===== src/rtl/fifo_write_arbiter.sv =====
// fifo_write_arbiter: shares one FIFO write port among REQ_NUM producers with burst-held round-robin grants.
// Define FIFO_ARB_FIXED_PRIO_EN to replace round-robin with fixed priority (lowest index wins).
module fifo_write_arbiter #(
  parameter int WIDTH     = 8,
  parameter int REQ_NUM   = 4,
  parameter int REQ_LOG   = 2,
  parameter int BURST_LEN = 4
) (
  input  logic                       clk,
  input  logic                       rst,
  input  logic [REQ_NUM-1:0]         req_valid,
  input  logic [REQ_NUM*WIDTH-1:0]   req_data,
  output logic [REQ_NUM-1:0]         req_ready,
  input  logic                       fifo_full,
  output logic                       fifo_write_req,
  output logic [WIDTH-1:0]           fifo_write_data,
  output logic [REQ_LOG-1:0]         grant_id,
  output logic                       busy
);
  localparam logic [0:0] IDLE  = 1'b0;
  localparam logic [0:0] BURST = 1'b1;
  logic [0:0]         state_q, state_d;
  logic [REQ_LOG-1:0] grant_q, grant_d, pick, idx;
  logic [7:0]         cnt_q, cnt_d;
  logic               burst, xfer, done;
`ifndef FIFO_ARB_FIXED_PRIO_EN
  logic [REQ_LOG-1:0] last_q, last_d;
`endif
  // Scan from the far end so the closest matching index is the final assignment.
  always_comb begin
    pick = '0;
    idx  = '0;
`ifdef FIFO_ARB_FIXED_PRIO_EN
    for (int i = REQ_NUM - 1; i >= 0; i--) begin
      idx = REQ_LOG'(i);
      if (req_valid[idx]) pick = idx;
    end
`else
    for (int i = REQ_NUM; i >= 1; i--) begin
      idx = REQ_LOG'((int'(last_q) + i) % REQ_NUM);
      if (req_valid[idx]) pick = idx;
    end
`endif
  end
  assign burst           = state_q == BURST;
  assign busy            = burst;
  assign xfer            = burst & req_valid[grant_q] & ~fifo_full;
  assign done            = burst & (~req_valid[grant_q] | (xfer & (cnt_q == 8'(BURST_LEN - 1))));
  assign fifo_write_req  = xfer;
  assign req_ready       = (burst & ~fifo_full) ? REQ_NUM'(1) << grant_q : '0;
  assign fifo_write_data = req_data[grant_q*WIDTH +: WIDTH];
  assign grant_id        = grant_q;
  always_comb begin
    state_d = burst ? (done ? IDLE : BURST) : (|req_valid ? BURST : IDLE);
    grant_d = (~burst & |req_valid) ? pick : grant_q;
    cnt_d   = ~burst ? 8'd0 : xfer ? cnt_q + 8'd1 : cnt_q;
`ifndef FIFO_ARB_FIXED_PRIO_EN
    last_d  = done ? grant_q : last_q;
`endif
  end
  always_ff @(posedge clk) begin
    if (rst) begin
      state_q <= IDLE;
      grant_q <= '0;
      cnt_q   <= '0;
`ifndef FIFO_ARB_FIXED_PRIO_EN
      last_q  <= REQ_LOG'(REQ_NUM - 1);
`endif
    end else begin
      state_q <= state_d;
      grant_q <= grant_d;
      cnt_q   <= cnt_d;
`ifndef FIFO_ARB_FIXED_PRIO_EN
      last_q  <= last_d;
`endif
    end
  end
endmodule


===== config.mk =====
export PLATFORM = sky130hd
export DESIGN_NAME = fifo_write_arbiter
export DESIGN_NICKNAME = d
export VERILOG_FILES = /design/src/rtl/fifo_write_arbiter.sv
export SDC_FILE = /design/constraint.sdc
export NUM_CORES = 1
export LEC_CHECK = 0
export ABC_AREA = 1
export CELL_PAD_IN_SITES_DETAIL_PLACEMENT = 0
export CELL_PAD_IN_SITES_GLOBAL_PLACEMENT = 2
export CORE_MARGIN = 2
export CORE_UTILIZATION = 19
export CTS_CLUSTER_DIAMETER = 50
export DETAILED_ROUTE_END_ITERATION = 7
export PLACE_DENSITY = 0.78
export SYNTH_ARGS = -nofsm -noshare
export SYNTH_HDL_FRONTEND = slang
export SYNTH_SLANG_ARGS = --single-unit

===== constraint.sdc =====
create_clock -name clk -period 1.56 [get_ports clk]
set_clock_uncertainty 0.2 [all_clocks]
set_input_delay 0.312 -clock clk [delete_from_list [all_inputs] [get_ports clk]]
set_output_delay 0.312 -clock clk [all_outputs]
set_load 0.02 [all_outputs]

==> summary.md <==
| Metric | Value |
|---|---|
| Distinct cells, synth | 25 |
| Most used cell along the critical path | buf_6 |
| P_leak | 0.00106 uW |
| Clock power share | 12.8% |
| GR met1 Demand/Resource | 16.4% |
| RSZ-0062 raised after global routing | true |
| Final WS setup | -257 ps |
| Num ports | 55 |
| Min Hold Slack | 287 ps |
| Maximum clock frequency | 551 MHz |
| PortBufs | 54 |
| Die area | 6590 um^2 |
| Maxcap violations | 0 |
| Peak VDD IR | 0.000512 V |
| Largest net degree at the start of global routing | 17 |
| Worst path arrival time | 1300 ps |
| Drt wl/cell | 11.8 um |
| GRT Overall Usage | 12.0% |
| Gpl congestion | 0.736 |
| Most Crowded Layer GR | met2 |
| Routed via count | 1475 |
| Cell count after synthesis | 184 |
| Tcrit/Tclk final | 116% |
| Num CTS Buffers | 3 |
| Met2 track demand over resource | 20.6% |
| Nets | 313 |
| Crit-path slowest cell | dfxtp_4 |
| Fin crit period | 1820 ps |
| Hold buffer count at cts | 0 |
| Max stage delay on crit path | 370 ps |
| Yosys warns | 0 |
| Routed Antenna Nets | 0 |
| Actual slew at the worst max-slew pin | 423 ps |
| Ant diodes | 0 |
| Req. time, crit path | 1050 ps |
| Core ar. | 5850 um^2 |
| Total negative slack | -4090 ps |
| Sw frac | 43.4% |
| Critical Path Fanout Max | 5 |
| CP endpoint kind | output port |
| R2R Setup Slk | -200 ps |
| Worst skew pair latency | 240 ps |
| Internal Power | 1320 uW |
| TritonCTS clock tree | done |
| Failing checks | setup timing |
| Mapped cell area | 1130 um^2 |
| Final setup viols | 24 |
| Slew Limit Headroom | 71.7% |
| Final hold viol count | 0 |
| First-pass GRT wire length | 6.31 mm |
| Met3 Usage GRT | 1.78% |
| Pwr per Cell Area | 989 nW/um^2 |
| Setup WS pre-CTS | -812 ps |
| FF+latch count, synth | 13 |
| Total clock sinks | 13 |
| Clock Tree Buf Depth | 2 |
| Clk pin slew, worst setup/hold paths | 60 ps |
| Psw | 1010 uW |
| Initial antenna violation count | 0 |
| Die height | 81.2 um |
| Initial core utilization | 19.3% |
| Setup CP Type | register to output port |
| Dpl hpwl | 3.09 mm |
| DRC viols | 0 |
| Vias per cell | 4.25 |
| CTS root buffer | clkbuf_8 |
| Syn_nets | 224 |
| Comb pwr share | 69.2% |
| Number of global-route vias before repair | 1348 |
| DR pass1 iterations | 6 |
| Min-Delay Path Class | register to register |
| Status | finished, violations left |
| Total Routed Length | 4.09 mm |
| Grt total ovfl | 0 |
| Crit path cell chain | inv_4, nand2_4, buf_6, o22ai_4, nor2_4, nor2_8, buf_6 |
| CP startpoint kind | register |
| H-tree depth | 1 |
| FP Rows | 28 |
| Share of layout cells above drive strength 1 | 44.9% |
| Seq pwr share | 17.9% |
| Layout area overhead | 108% |
| DR iter-0 viols | 44 |
| Max-slew violations | 0 |
| Die W | 81.2 um |
| Core Util, Final | 40.3% |
| Register area share after synthesis | 23.0% |
| Post-Synthesis Mean Instance Area | 6.15 um^2 |
==> final timing paths <==
| path | start | end | cells past startpoint |
|---|---|---|---|
| max | grant_id[0] | fifo_write_req | 7 |
| min | cnt_q[0] | cnt_q[0] | 2 |
| max reg2reg | grant_id[1] | cnt_q[5] | 12 |
| min reg2reg | cnt_q[0] | cnt_q[0] | 2 |
==> cell families after synthesis <==
family          share of synthesized area (%)
xor+xnor                                 4.65
simple gates                             47.3
fa+ha+maj                                1.11
buf+inv                                  9.07
compound gates                           14.8
flops                                    23.0
==> synth_stat cells <==
library cell	count	share of area [%]
o22ai_4	1	1.8
nor2_1	8	2.7
buf_6	1	1.0
a21oi_1	11	4.9
nor3_1	1	0.44
inv_1	20	6.6
xnor2_1	3	2.3
nand2_2	4	2.2
dfxtp_1	13	23
ha_1	1	1.1
a22oi_1	8	5.3
clkbuf_1	2	0.66
nor2_8	1	1.8
nor2_2	1	0.55
nand4_1	4	2.2
buf_2	1	0.44
nor3_2	1	0.88
inv_2	1	0.33
xor2_1	3	2.3
nand2_4	2	2.0
and2b_1	1	0.66
o21ai_0	4	1.8
o22ai_2	1	1.1
nand2_1	57	19
nand3_1	34	15
==> power by group through the flow <==
stage / Combinational (uW) / Clock, uW / Sequential, uW
2_1_floorplan: 668 / 0 / 423
3_3_place_gp: 1320 / 0 / 409
3_5_place_dp: 1310 / 0 / 409
4_1_cts: 1550 / 310 / 410
5_1_grt: 1750 / 323 / 423
6_report: 1610 / 299 / 418
==> per-stage QoR <==
stage          area [um^2]  instances  power (uW)
2_1_floorplan         1180        184        1090
5_1_grt               2360        347        2500
6_report              2360        347        2330
4_1_cts               2240        346        2270
3_3_place_gp          1990        333        1730
3_5_place_dp          1990        333        1720
==> cells in the final DEF (no fill, tap or decap) <==
cell | netlist | layout
inv_1 | 20 | 11
dlygate4sd2_1 | 0 | 5
a22oi_2 | 0 | 8
nand2_4 | 2 | 8
o22ai_4 | 1 | 2
o21ai_1 | 0 | 1
o21ai_0 | 4 | 3
a21oi_1 | 11 | 3
inv_6 | 0 | 1
nor3_1 | 1 | 1
and2b_1 | 1 | 1
ha_1 | 1 | 1
nand4_1 | 4 | 4
nand3_1 | 34 | 24
inv_2 | 1 | 5
dfxtp_2 | 0 | 3
nand3_2 | 0 | 10
clkdlybuf4s50_1 | 0 | 33
nand2_2 | 4 | 9
nor2_1 | 8 | 4
a21oi_2 | 0 | 8
nor2_4 | 0 | 5
clkbuf_1 | 2 | 1
dfxtp_1 | 13 | 8
inv_4 | 0 | 4
dfxtp_4 | 0 | 2
nor2_8 | 1 | 1
xnor2_1 | 3 | 3
nor3_2 | 1 | 1
buf_2 | 1 | 2
nand2_1 | 57 | 44
buf_6 | 1 | 23
buf_4 | 0 | 25
nand2_8 | 0 | 2
clkbuf_8 | 0 | 3
xor2_1 | 3 | 3
==> what timing repair did <==
item	CTS	global route
pin swaps	23	19
setup buffers	9	5
gates resized for setup	133	46
endpoints found under the setup margin	28	27
==> sequential cells by signal, summed over array words and instances (netlist names) <==
signal	flops
cnt_q	8
busy	1
grant_id	2
last_q	2
==> per-layer routing <==
metal,part of all wire (%),up-vias
met5,0,-
met4,0.66,0
met3,2.0,2
met2,52,15
met1,45,670
li1,-,788
==> worst max-delay path, delay by kind of cell, from the launching register on <==
kind	cells	cell delay (ps)
flops	1	370
buf+inv	3	320
compound gates	1	130
simple gates	3	240
==> layout make-up <==
class                   count  area (um^2)
well taps                  75         93.8
repair buffers             88          831
flip-flops and latches     13          272
fillers                   595         3490
multi-input cells         146         1020
inverters                  21         93.8
clock buffers               4         45.0
(Power assumes the default switching activity.)
